--- config.mk ---
export PLATFORM = sky130hd
export DESIGN_NAME = game_flow_controller
export DESIGN_NICKNAME = d
export VERILOG_FILES = /design/src/rtl/game_flow_controller.sv
export SDC_FILE = /design/constraint.sdc
export NUM_CORES = 1
export LEC_CHECK = 0
export BUFFER_PORTS_ARGS = -buffer_cell sky130_fd_sc_hd__clkbuf_2
export CAP_MARGIN = 20
export CORE_ASPECT_RATIO = 1.75
export CORE_MARGIN = 1
export CORE_UTILIZATION = 50
export CTS_CLUSTER_DIAMETER = 100
export DETAILED_ROUTE_END_ITERATION = 10
export HOLD_SLACK_MARGIN = 0.02
export PLACE_DENSITY = 0.79
export SETUP_SLACK_MARGIN = 0.5
export SLEW_MARGIN = 20
export SYNTH_ARGS = -nofsm -noshare
export SYNTH_HDL_FRONTEND = slang
export SYNTH_SLANG_ARGS = --single-unit
export TNS_END_PERCENT = 100
--- constraint.sdc ---
create_clock -name system_clock_in -period 2.2 [get_ports system_clock_in]
set_input_delay 0.11 -clock system_clock_in [delete_from_list [all_inputs] [get_ports system_clock_in]]
set_output_delay 0.11 -clock system_clock_in [all_outputs]
set_load 0.02 [all_outputs]
--- src/rtl/game_flow_controller.sv ---
// game_flow_controller: game state FSM with pre-game countdown, pause and game-over handling.
// Define HIGH_SCORE_EN to compile in the best-elapsed-time register.
module game_flow_controller #(
   parameter int CLK_HZ      = 65_000_000,
   parameter int COUNTDOWN_S = 3
) (
   input  logic        system_clock_in,
   input  logic        rst_in,
   input  logic        start_in,
   input  logic        pause_in,
   input  logic        collision_in,
   input  logic [27:0] elapsed_bcd_in,
   output logic        reset_game_out,
   output logic        playing_out,
   output logic [2:0]  state_out,
   output logic [1:0]  countdown_out,
   output logic [27:0] best_bcd_out
);
   localparam int SW = (CLK_HZ > 1) ? $clog2(CLK_HZ) : 1;
   typedef enum logic [2:0] {
      IDLE      = 3'd0,
      COUNTDOWN = 3'd1,
      PLAYING   = 3'd2,
      PAUSED    = 3'd3,
      GAME_OVER = 3'd4
   } state_t;
   state_t state_q, state_d;
   logic start_prev_q, pause_prev_q;
   logic [SW-1:0] sec_q, sec_d;
   logic [1:0] cd_q, cd_d;
   logic rg_q, play_q;
   logic start_rise, pause_rise, sec_wrap, entering_cd;
   assign start_rise  = start_in & ~start_prev_q;
   assign pause_rise  = pause_in & ~pause_prev_q;
   assign sec_wrap    = sec_q == SW'(CLK_HZ - 1);
   assign entering_cd = (state_d == COUNTDOWN) && (state_q != COUNTDOWN);
   always_comb begin
      state_d = state_q;
      sec_d   = '0;
      cd_d    = '0;
      case (state_q)
         IDLE:      if (start_rise) state_d = COUNTDOWN;
         COUNTDOWN: begin
            sec_d = sec_wrap ? '0 : sec_q + SW'(1);
            cd_d  = sec_wrap ? cd_q - 2'd1 : cd_q;
            if (sec_wrap && cd_q == 2'd1) state_d = PLAYING;
         end
         PLAYING:   state_d = collision_in ? GAME_OVER : (pause_rise ? PAUSED : PLAYING);
         PAUSED:    if (pause_rise) state_d = PLAYING;
         GAME_OVER: if (start_rise) state_d = COUNTDOWN;
         default:   state_d = IDLE;
      endcase
      if (entering_cd) cd_d = 2'(COUNTDOWN_S);
   end
   // Edge-detect history resets high so a button held through reset is not a press.
   always_ff @(posedge system_clock_in or posedge rst_in) begin
      if (rst_in) begin
         state_q      <= IDLE;
         start_prev_q <= 1'b1;
         pause_prev_q <= 1'b1;
         sec_q        <= '0;
         cd_q         <= '0;
         rg_q         <= 1'b0;
         play_q       <= 1'b0;
      end else begin
         state_q      <= state_d;
         start_prev_q <= start_in;
         pause_prev_q <= pause_in;
         sec_q        <= sec_d;
         cd_q         <= cd_d;
         rg_q         <= entering_cd;
         play_q       <= state_d == PLAYING;
      end
   end
   assign state_out      = state_q;
   assign countdown_out  = cd_q;
   assign reset_game_out = rg_q;
   assign playing_out    = play_q;
`ifdef HIGH_SCORE_EN
   logic go_first_q;
   logic [27:0] best_q;
   always_ff @(posedge system_clock_in or posedge rst_in) begin
      if (rst_in) begin
         go_first_q <= 1'b0;
         best_q     <= '0;
      end else begin
         go_first_q <= (state_d == GAME_OVER) && (state_q != GAME_OVER);
         best_q     <= (go_first_q && elapsed_bcd_in > best_q) ? elapsed_bcd_in : best_q;
      end
   end
   assign best_bcd_out = best_q;
`else
   logic unused_elapsed;
   assign unused_elapsed = ^elapsed_bcd_in;
   assign best_bcd_out   = '0;
`endif
endmodule
==> results.txt <==
setup ws final: 300 ps
Worst Path Required: 2430 ps
min-delay worst type: primary input to flop
post-synthesis instance total: 215
setup TNS: 0 ps
PD cells: 773 nW/µm²
starting density of the core: 52.5%
endpoints failing hold: 0
layout cells sized above 1: 38.4%
GRT overflow: 0
via count of the first global-routing pass: 1,740
Seq/Total Area, Yosys: 43.3%
Largest stage delay, worst path: 590 ps
clk slew on worst S/H paths: 70 ps
Via density: 5.82
Period Utilization, post-route: 86.4%
Avg WL per Cell: 16.7 µm
DRC viols: 0
fin util: 65.9%
CP max FO: 5
cell family with most CP delay: simple AND/OR/NAND/NOR gates
fin nets: 292
area share of the largest cell type after synthesis: 40.7%
antenna fix cells: 0
synth unique cells: 38
CTS Buf Count: 5
gpl congestion: 0.776
gr usage total: 24.2%
CP max stage cell: or4bb_4
Total Wirelength: 5.11 mm
largest net degree at the start of global routing: 36
area leader, netlist: dfrtp_1
VDD IR max: 0.883 mV
Die X: 50.2 µm
placed wire-length estimate: 2.79 mm
largest cells by area after synthesis: dfrtp_1 (41%), buf_4 (11%), or4_1 (4.1%)
first-pass GRT wire length: 7.89 mm
maxcap violations: 0
initial antenna violation count: 0
mean post-synth cell area: 9.44 µm²
Tmin final: 1900 ps
dpl cells: 270
Crit. End Element: flop
Cell Rows: 30
crit start category: flop
clk_skew: 13.4 ps
CTS tree: done
Max clock buf depth: 2
Area Growth Syn to Fin: 25.5%
Sink Count: 35
Ports: 68
Tot Pwr: 1.97 mW
die area: 4330 µm²
Root Buffer: clkbuf_8
worst endpoint data arrival time: 2130 ps
synth warn: 0
Post-Syn Area: 2030 µm²
htree depth: 2
Static Leak: 1.10 nW
pre-CTS setup slack: 269 ps
antenna viol nets, final: 0
Final Non-Filler Cells: 306
Max Fclk: 526 MHz
Pre-antenna DRT Iters: 4
RSZ-0062 raised after global routing: yes
Crit Path Category: flop to flop
status: completed
post-synthesis register bit count: 35
Reg2Reg Setup Slack: 300 ps
Core ar.: 3870 µm²
iteration-0 DRC count of the detailed router: 56
number of setup violations in the final report: 0
height of the die: 86.3 µm
critical path cell sequence: or4bb_4 > nor4_4 > buf_4 > a21bo_4 > buf_6 > o221a_1
Worst-Skew Late Latency: 290 ps
Slew Limit Fails: 0
Bufs and invs on worst path: 2
input/output buffers: 11
via count: 1,782
## cell usage after synthesis (all sizes together)
master / number
dfrtp: 33
buf: 32
nor2: 17
nand2: 14
a21oi: 12
nand3: 12
or4: 12
o31ai: 10
xnor2: 9
nand4: 7
nor4: 7
inv: 6
and3: 4
o21ai: 4
xor2: 4
nor2b: 3
nor3: 3
or2: 3
and4: 2
clkbuf: 2
dfstp: 2
ha: 2
nand2b: 2
o221a: 2
or3: 2
a211oi: 1
a21bo: 1
a221o: 1
conb: 1
mux2: 1
nand3b: 1
nor3b: 1
o211ai: 1
or4bb: 1
## layout by cell type (no fill, tap or decap), drive strengths merged, types with 3 or more instances in the layout
cell type,synthesis,final
inv,6,6
or2,3,3
a21oi,12,12
conb,1,28
and3,4,4
o31ai,10,10
dlygate4sd3,0,3
clkbuf,2,18
buf,32,28
o21ai,4,4
nor3,3,3
nand2,14,14
nor2b,3,3
nor2,17,17
xor2,4,4
nor4,7,7
dfrtp,33,33
nand3,12,12
or4,12,12
nand4,7,7
xnor2,9,9
## final timing paths
| kind | start | to | depth (start not counted) |
|---|---|---|---|
| hold / removal | collision_in | state_out[2] | 4 |
| max in group asynchronous | rst_in | pause_prev_q | 4 |
| setup reg to reg | sec_q[11] | countdown_out[1] | 6 |
| min in group asynchronous | rst_in | sec_q[15] | 4 |
| hold reg to reg | sec_q[25] | sec_q[25] | 2 |
| setup / recovery | sec_q[11] | countdown_out[1] | 6 |
## what timing repair did
item,in CTS,in global routing
setup endpoints to repair,30,31
gates resized for setup,34,24
gates cloned,2,0
setup buffers,16,7
hold endpoints to repair,35,0
hold buffers,3,0
pin swaps,10,4
## area by class of cell
class | count | area [µm²]
well taps | 48 | 60.1
fillers | 309 | 1320
multi-input cells | 167 | 1170
flip-flops and latches | 35 | 882
repair buffers | 42 | 327
clock buffers | 7 | 76.3
clock inverters | 1 | 5.00
inverters | 6 | 22.5
## power by group
group	total [mW]	switching (mW)	internal (mW)
sequential	0.822	0.102	0.719
clock	0.457	0.235	0.222
combinational	0.692	0.370	0.322
total	1.97	0.707	1.26
## tightest hold or removal path, cell delays in order
cell and delay [ps]:
clkbuf_2 110, nand2_1 60, o21ai_0 60, nor2b_1 120
## per-layer routing
| layer | vias up | track usage (%) | wire (µm) |
|---|---|---|---|
| li1 | 806 | - | - |
| met1 | 898 | 25.5 | 1930 |
| met2 | 63 | 43.9 | 2830 |
| met3 | 15 | 4.04 | 165 |
| met4 | 0 | 14.0 | 179 |
| met5 | - | 0 | 0 |
## through the flow
stage,instance area [µm²],hold slack [ps]
2_1_floorplan,2170,114
3_3_place_gp,2050,208
3_5_place_dp,2050,210
4_1_cts,2410,195
5_1_grt,2550,235
6_report,2550,207
## flip-flops by register name, indices dropped and copies added, names as in the netlist
| signal | flops |
|---|---|
| playing_out | 1 |
| reset_game_out | 1 |
| start_prev_q | 1 |
| state_out | 3 |
| sec_q | 26 |
| pause_prev_q | 1 |
| countdown_out | 2 |
## logic make-up after synthesis
| group | after synthesis | synth area share [%] |
|---|---|---|
| AND/OR/NAND/NOR | 91 | 25.5 |
| buffers and inverters | 40 | 13.2 |
| flip-flops | 35 | 43.3 |
| AO/OA/AOI/OAI | 32 | 10.5 |
| XOR/XNOR | 13 | 5.61 |
| adder cells (fa/ha/maj) | 2 | 1.23 |
| other | 1 | 0.185 |
| multiplexers | 1 | 0.555 |
No activity file was read; power rests on OpenSTA's default activity.
